File: src/rtl/div_pkg.sv
// div_pkg -- shared definitions for the iterative restoring divider.
//   DIV_WIDTH   default operand/quotient/remainder width
//   DIV_CNT_W   width of the iteration counter for the default width
//   div_state_t FSM encoding: IDLE, BUSY (one quotient bit per cycle), DONE
package div_pkg;

    localparam int DIV_WIDTH = 32;
    localparam int DIV_CNT_W = $clog2(DIV_WIDTH);

    typedef enum logic [1:0] {
        DIV_IDLE = 2'd0,
        DIV_BUSY = 2'd1,
        DIV_DONE = 2'd2
    } div_state_t;

endpackage

File: src/rtl/div_step.sv
// div_step -- one combinational restoring-division iteration.
//   partial   in   WIDTH  shifted remainder with the next dividend bit appended
//   divisor   in   WIDTH  divisor (magnitude)
//   next_rem  out  WIDTH  remainder after this step (difference or restored partial)
//   q_bit     out  1      quotient bit produced by this step
module div_step
    import div_pkg::*;
#(
    parameter int WIDTH = DIV_WIDTH
) (
    input  logic [WIDTH-1:0] partial,
    input  logic [WIDTH-1:0] divisor,
    output logic [WIDTH-1:0] next_rem,
    output logic             q_bit
);

    logic [WIDTH:0] w_diff;

    // partial - divisor as an adder with inverted operand and carry-in of 1.
    // The extra top bit is the carry-out: 1 means the subtract did not borrow.
    assign w_diff   = {1'b0, partial} + {1'b0, ~divisor} + {{WIDTH{1'b0}}, 1'b1};
    assign q_bit    = w_diff[WIDTH];
    assign next_rem = w_diff[WIDTH] ? w_diff[WIDTH-1:0] : partial;

endmodule

File: src/rtl/divider.sv
// divider -- iterative restoring divider, one quotient bit per cycle.
//   Start with a one-cycle div_begin pulse in IDLE; results appear with the
//   div_end pulse WIDTH+1 cycles later and hold until the next accepted start.
// Ports:
//   clk         in   1      rising-edge clock
//   rst         in   1      asynchronous active-high reset
//   div_begin   in   1      start pulse, only honoured in IDLE
//   div_signed  in   1      signed divide request (only with SIGNED_DIV_EN)
//   dividend    in   WIDTH  captured on an accepted start
//   divisor     in   WIDTH  captured on an accepted start
//   quotient    out  WIDTH  held result
//   remainder   out  WIDTH  held result
//   div_busy    out  1      iterating
//   div_end     out  1      one-cycle done pulse
// Configuration macro: SIGNED_DIV_EN -- adds magnitude conversion on start and
//   sign fix-up on the edge entering DONE. Without it every divide is unsigned.
module divider
    import div_pkg::*;
#(
    parameter int WIDTH = DIV_WIDTH
) (
    input  logic             clk,
    input  logic             rst,
    input  logic             div_begin,
    input  logic             div_signed,
    input  logic [WIDTH-1:0] dividend,
    input  logic [WIDTH-1:0] divisor,
    output logic [WIDTH-1:0] quotient,
    output logic [WIDTH-1:0] remainder,
    output logic             div_busy,
    output logic             div_end
);

    localparam int CNT_W = $clog2(WIDTH);

    div_state_t       r_state;
    div_state_t       w_state_next;
    logic [CNT_W-1:0] r_cnt;
    logic [WIDTH-1:0] r_dvd;        // dividend bits consumed MSB-first; quotient shifts in at LSB
    logic [WIDTH-1:0] r_dsr;
    logic [WIDTH-1:0] r_rem;
    logic [WIDTH-1:0] r_quotient;
    logic [WIDTH-1:0] r_remainder;

    logic             w_accept;
    logic             w_last;
    logic [WIDTH-1:0] w_partial;
    logic [WIDTH-1:0] w_next_rem;
    logic             w_q_bit;
    logic [WIDTH-1:0] w_q_final;
    logic [WIDTH-1:0] w_r_final;
    logic [WIDTH-1:0] w_dvd_in;
    logic [WIDTH-1:0] w_dsr_in;
    logic [WIDTH-1:0] w_q_out;
    logic [WIDTH-1:0] w_r_out;

    assign w_accept = (r_state == DIV_IDLE) && div_begin;
    assign w_last   = (r_state == DIV_BUSY) && (r_cnt == CNT_W'(WIDTH - 1));

    // The remainder never exceeds the consumed dividend prefix, so its MSB is
    // always clear before the shift and dropping it loses nothing.
    assign w_partial = {r_rem[WIDTH-2:0], r_dvd[WIDTH-1]};

    div_step #(.WIDTH(WIDTH)) u_step (
        .partial  (w_partial),
        .divisor  (r_dsr),
        .next_rem (w_next_rem),
        .q_bit    (w_q_bit)
    );

    // Results as they stand after the final iteration.
    assign w_q_final = {r_dvd[WIDTH-2:0], w_q_bit};
    assign w_r_final = w_next_rem;

`ifdef SIGNED_DIV_EN
    logic w_neg_dvd;
    logic w_neg_dsr;
    logic r_neg_q;
    logic r_neg_r;
    logic r_dsr_zero;

    assign w_neg_dvd = div_signed & dividend[WIDTH-1];
    assign w_neg_dsr = div_signed & divisor[WIDTH-1];
    assign w_dvd_in  = w_neg_dvd ? -dividend : dividend;
    assign w_dsr_in  = w_neg_dsr ? -divisor : divisor;

    // Divide by zero keeps the all-ones quotient regardless of signs; the
    // remainder path already restores the original dividend via r_neg_r.
    // The most-negative / -1 case falls out naturally: negating 2^(W-1) wraps to itself.
    assign w_q_out = r_dsr_zero ? {WIDTH{1'b1}} : (r_neg_q ? -w_q_final : w_q_final);
    assign w_r_out = r_neg_r ? -w_r_final : w_r_final;

    always_ff @(posedge clk or posedge rst) begin
        if (rst) begin
            r_neg_q    <= 1'b0;
            r_neg_r    <= 1'b0;
            r_dsr_zero <= 1'b0;
        end else if (w_accept) begin
            r_neg_q    <= w_neg_dvd ^ w_neg_dsr;
            r_neg_r    <= w_neg_dvd;
            r_dsr_zero <= (divisor == '0);
        end
    end
`else
    logic w_unused_signed;

    assign w_unused_signed = div_signed;
    assign w_dvd_in        = dividend;
    assign w_dsr_in        = divisor;
    assign w_q_out         = w_q_final;
    assign w_r_out         = w_r_final;
`endif

    // FSM state register
    always_ff @(posedge clk or posedge rst) begin
        if (rst) begin
            r_state <= DIV_IDLE;
        end else begin
            r_state <= w_state_next;
        end
    end

    // FSM next state and status outputs
    always_comb begin
        w_state_next = r_state;
        div_busy     = 1'b0;
        div_end      = 1'b0;
        case (r_state)
            DIV_IDLE: begin
                if (div_begin) begin
                    w_state_next = DIV_BUSY;
                end
            end
            DIV_BUSY: begin
                div_busy = 1'b1;
                if (w_last) begin
                    w_state_next = DIV_DONE;
                end
            end
            DIV_DONE: begin
                div_end      = 1'b1;
                w_state_next = DIV_IDLE;
            end
            default: begin
                w_state_next = DIV_IDLE;
            end
        endcase
    end

    // Datapath: operand capture, iteration, result latch
    always_ff @(posedge clk or posedge rst) begin
        if (rst) begin
            r_cnt       <= '0;
            r_dvd       <= '0;
            r_dsr       <= '0;
            r_rem       <= '0;
            r_quotient  <= '0;
            r_remainder <= '0;
        end else begin
            if (w_accept) begin
                r_cnt <= '0;
                r_dvd <= w_dvd_in;
                r_dsr <= w_dsr_in;
                r_rem <= '0;
            end else if (r_state == DIV_BUSY) begin
                r_cnt <= w_last ? '0 : r_cnt + CNT_W'(1);
                r_dvd <= {r_dvd[WIDTH-2:0], w_q_bit};
                r_rem <= w_next_rem;
            end
            if (w_last) begin
                r_quotient  <= w_q_out;
                r_remainder <= w_r_out;
            end
        end
    end

    assign quotient  = r_quotient;
    assign remainder = r_remainder;

endmodule

File: config.mk
export PLATFORM = sky130hd
export DESIGN_NAME = divider
export DESIGN_NICKNAME = d
export VERILOG_FILES = /design/src/rtl/div_pkg.sv /design/src/rtl/div_step.sv /design/src/rtl/divider.sv
export SDC_FILE = /design/constraint.sdc
export NUM_CORES = 1
export LEC_CHECK = 0
export CORE_ASPECT_RATIO = 0.75
export CORE_UTILIZATION = 56
export CTS_BUF_LIST = sky130_fd_sc_hd__clkbuf_4 sky130_fd_sc_hd__clkbuf_8
export CTS_CLUSTER_DIAMETER = 120
export DETAILED_ROUTE_END_ITERATION = 10
export PLACE_DENSITY = 0.88
export SYNTH_ARGS = -nofsm -noshare
export SYNTH_HDL_FRONTEND = slang
export SYNTH_SLANG_ARGS = --single-unit
File: constraint.sdc
create_clock -name clk -period 7.05 [get_ports clk]
set_input_delay 1.41 -clock clk [delete_from_list [all_inputs] [get_ports clk]]
set_output_delay 1.41 -clock clk [all_outputs]
set_load 0.05 [all_outputs]
# Yosys cells after proc, flatten, opt, wreduce, memory -nomap -nowiden
# Cells that the tools add are included.
[classes]
n_eq_ne = 5
bitwise = 1
n_addsub = 3
reduce_logical = 5
mux = 13
[op_table]
columns = ["op", "n"]
rows = [
  ["32-bit two-way mux", 3],
  ["31-bit two-way mux", 2],
  ["32-bit by 32-bit adder with 33-bit output", 1],
  ["33-bit by 1-bit adder with 33-bit output, second input constant", 1],
  ["32-bit NOT", 1],
  ["5-bit two-way mux", 3],
  ["5-bit by 1-bit adder with 5-bit output, second input constant", 1],
  ["5-bit equality test, second input constant", 1],
  ["2-bit two-way mux", 2],
  ["2-bit != test, second input constant", 2],
  ["2-bit case mux with 2 select lines", 1],
  ["2-bit by 1-bit equality test with 1-bit output, second input constant", 1],
  ["2-bit equality test, second input constant", 1],
  ["1-bit logical AND", 2],
  ["2-bit logical NOT", 1],
  ["1-bit two-way mux", 2],
  ["2-bit AND reduction", 1],
  ["2-bit nonzero test", 1],
]
[totals]
elab_cells = 34
out_inout_bits = 66
reg_bits = 166

# Longest topological paths before layout
[depth]
depth_word = 6
mapped_depth = 14
depth_no_buf = 12

# Hierarchy
# Synthesis repeated with hierarchy kept, for this count alone.
[hier_totals]
cells_unflattened = 806
hier_area_um2 = 8827.2
[by_module_without_submodules]
columns = ["module", "n_inst", "cells_each", "area_per_inst_um2"]
rows = [
  ["divider", 1, 450, 6605.1],
  ["div_step", 1, 356, 2222.1],
]

# Least setup slack after synthesis
# No wires, ideal clock.
[synth_path]
path_kind = "reg2out"
from = "register r_state[1]"
to = "output div_end"
required_time_ns = 5.640
path_buffers = 2
slack_ns = 4.100
path_stages_with_launch = 4
arrival_ns = 1.540
path_cell_list = "dfrtp_1 -> clkbuf_1 -> clkbuf_1 -> nor2b_1"
[synth_between]
elab_chain_cells = 2
[synth_rtl]
columns = ["element", "line_no", "rtl"]
rows = [
  ["start, declared", "divider.sv:36", "div_state_t r_state;"],
  ["start signal, assigned", "divider.sv:119", "r_state <= w_state_next;"],
  ["2-bit equality test", "divider.sv:128", "case (r_state)"],
  ["1-bit two-way mux", "divider.sv:128", ""],
  ["end, declared", "divider.sv:31", "output logic div_end"],
]
# No other way between the ends.

# Worst setup path after layout
[layout_path]
from = "register r_state[0]"
to = "output div_busy"
[layout_between]
elab_chain_cells = 2
[layout_rtl]
columns = ["element", "line_no", "rtl"]
rows = [
  ["2-bit by 1-bit equality test with 1-bit output", "divider.sv:128", ""],
  ["1-bit two-way mux", "divider.sv:128", ""],
  ["end, declared", "divider.sv:30", "output logic div_busy,"],
]
# No other way between the ends.

==> impl_metrics.json <==
{
  "seq_area_um2": 4150,
  "antenna_cells": 0,
  "top_layer": "met4",
  "post_cts_resized": 0,
  "cts_tree": "done",
  "relSlewSlack": 0.337,
  "clock_sinks": 166,
  "hold_depth": 2,
  "grt_use_total": 0.273,
  "num_vias": 7456,
  "grt_pass1_vias": 6813,
  "synth-seq-area-share": 0.480,
  "yosys_warnings": 0,
  "drt_pass1_iterations": 6,
  "startpoint_type": "flop",
  "critPathMaxFanout": 37,
  "hold_viol": 0,
  "grt_pass1_wl_um": 34300,
  "critPathBufInv": 5,
  "routabilityCongestion": 0.873,
  "fin_skew_ps": 13.6,
  "grt_start_max_net_pins": 104,
  "rsz0062_at_grt": "false",
  "die_w_um": 146,
  "status": "complete, no violations",
  "synth_ff_type": "dfrtp_1",
  "grt-ovfl-total": 0,
  "viasPerCell": 5.74,
  "crit_path_end_kind": "output pin",
  "yosysUniqueCellTypes": 64,
  "crit_slowest_cell": "clkdlybuf4s50_1",
  "clock_path_buffers": 2,
  "io_buffers": 132,
  "syn_area_um2": 8660,
  "syn_inst": 987,
  "coreArea_um2": 14800,
  "max_freq_ghz": 0.245,
  "cts.htree.levels": 4,
  "crit_type": "reg2out",
  "crit_top_cell": "buf_4",
  "row_count": 38,
  "critPathArrivalTime_ps": 2680,
  "syn_avg_cell_area_um2": 8.77,
  "multi_input_area_um2": 4100,
  "met2_length_um": 9440,
  "met3_length_um": 1220,
  "worstMarginPinSlew_ps": 990,
  "start_util": 0.586,
  "worst_path_largest_cell_delay_ps": 850,
  "cts_buffers": 17,
  "cts_setup_buffers": 0,
  "worstPathCellList": "buf_4 > nand2b_1 > buf_4 > clkinv_1 > buf_4 > clkdlybuf4s50_1",
  "crit_family": "buffers and inverters",
  "drv_cap": 0,
  "async_flop_share": 1.00,
  "synth.top_cell.area_share": 0.480,
  "finalSetupViolations": 0,
  "wl_met1_um": 10200,
  "wirelength_um": 21200,
  "synth-seq-cells": 166,
  "setup_tns_ps": 0,
  "fin_crit_ps": 4090,
  "ant_nets": 0,
  "syn_to_final_growth_pct": 20.9,
  "path_depth": 6,
  "layout-drive-gt1-share": 0.0591,
  "synth-edff-count": 0,
  "syn-num-nets": 1090,
  "wire_per_inst_um": 16.3,
  "nets": 1190,
  "maxSlewViolCount": 0,
  "drc": 0,
  "finalCritPeriodShare": 0.580,
  "dieArea_um2": 16000,
  "synthTopCellsByArea": "dfrtp_1 48%, nand2_1 11%, o21ai_0 8.6%, ha_1 4.9%, a22oi_1 2.8%",
  "clk_latency_ps": 450,
  "path_clk_slew_ps": 100,
  "dp_hpwl_um": 14700,
  "die_h_um": 110,
  "first_iter_violations": 737,
  "crit_required_ps": 5640,
  "hold_path.class": "reg2reg",
  "antenna_found_initial": 0,
  "ctsRootBufferMaster": "clkbuf_8",
  "reg2reg_depth": 11,
  "yosysTopAreaCell": "dfrtp_1",
  "fill_cells": 1168,
  "synth_common_cells": "247 x nand2_1, 166 x dfrtp_1, 149 x o21ai_0, 47 x a21oi_1, 46 x clkbuf_1",
  "yosysMostFrequentCell": "nand2_1",
  "ios": 134,
  "cts_hold_buf": 0
}
-- registers in the layout, summed over array words and instances (netlist names) --
signal / flops
r_state: 2
r_rem: 31
quotient: 32
r_dsr: 32
r_cnt: 5
remainder: 32
r_dvd: 32
-- worst min-delay path: stages, from the launching register on --
cell,delay (ps)
dfrtp_1,360
nand2_1,50
nand2_1,50
-- area by class of cell --
type | instances | share of cell area
clock buffers | 17 | 0.0223
clock inverters | 15 | 0.0153
flip-flops and latches | 166 | 0.397
repair buffers | 143 | 0.134
inverters | 45 | 0.0166
well taps | 200 | 0.0239
multi-input cells | 714 | 0.391
-- layout by cell type, fill, tap and decap left out, types with 4 or more instances in the layout --
cell type        synthesis  routed
ha_1                    34      34
inv_8                    0       4
a21o_1                   9       9
nand3_1                 10      10
inv_1                   44      43
a22oi_1                 32      32
mux2i_1                 13      13
a21oi_1                 47      47
xor2_1                   8       8
clkdlybuf4s50_1          0     132
o21ai_0                149     149
nand2b_1                 9       9
a32oi_1                  4       4
buf_4                    1      11
xnor2_1                 16      16
nand2_1                247     246
nor2b_1                 19      18
dfrtp_1                166     166
o21a_1                   5       5
and3_1                   9       9
nor3_1                   8       8
nand4_1                  7       7
clkbuf_8                 0      17
nor2_1                  24      24
a31oi_1                  5       5
inv_6                    0       5
o21ai_1                  5       5
-- final timing paths --
path | from | end | slack (ps)
hold / removal | quotient[0] | quotient[0] | 490
setup / recovery | r_state[0] | div_busy | 2960
max in group asynchronous | rst | r_rem[14] | 4200
min in group asynchronous | rst | quotient[23] | 1520
setup reg to reg | r_dvd[31] | remainder[21] | 3530
hold reg to reg | quotient[0] | quotient[0] | 490
-- per-layer routing --
metal,vias to the layer above,track usage
met5,-,0
li1,3577,-
met3,30,0.0436
met1,3572,0.402
met4,0,0.0865
met2,277,0.416
-- per-stage QoR --
stage	util	hold slack [ps]	worst slack, ps	instances	instance area, um^2
floorplan	-	443	1150	987	8660
global placement	0.682	459	3040	1268	10100
detailed placement	0.682	462	3020	1268	10100
CTS	0.708	489	2950	1300	10500
global route	0.708	510	2800	1300	10500
finish	0.708	485	2960	1300	10500
-- cell families (layout without fill, tap and decap cells) --
kind of cell | Yosys count | after routing | synth area share
simple gates | 346 | 346 | 0.171
mux | 16 | 16 | 0.0194
compound gates | 293 | 293 | 0.205
buf+inv | 107 | 220 | 0.0497
fa+ha+maj | 35 | 35 | 0.0514
xor+xnor | 24 | 24 | 0.0243
flops | 166 | 166 | 0.480
Power is not shown: default switching activity piles up to over one toggle a cycle in this logic, so the estimate is an artifact.
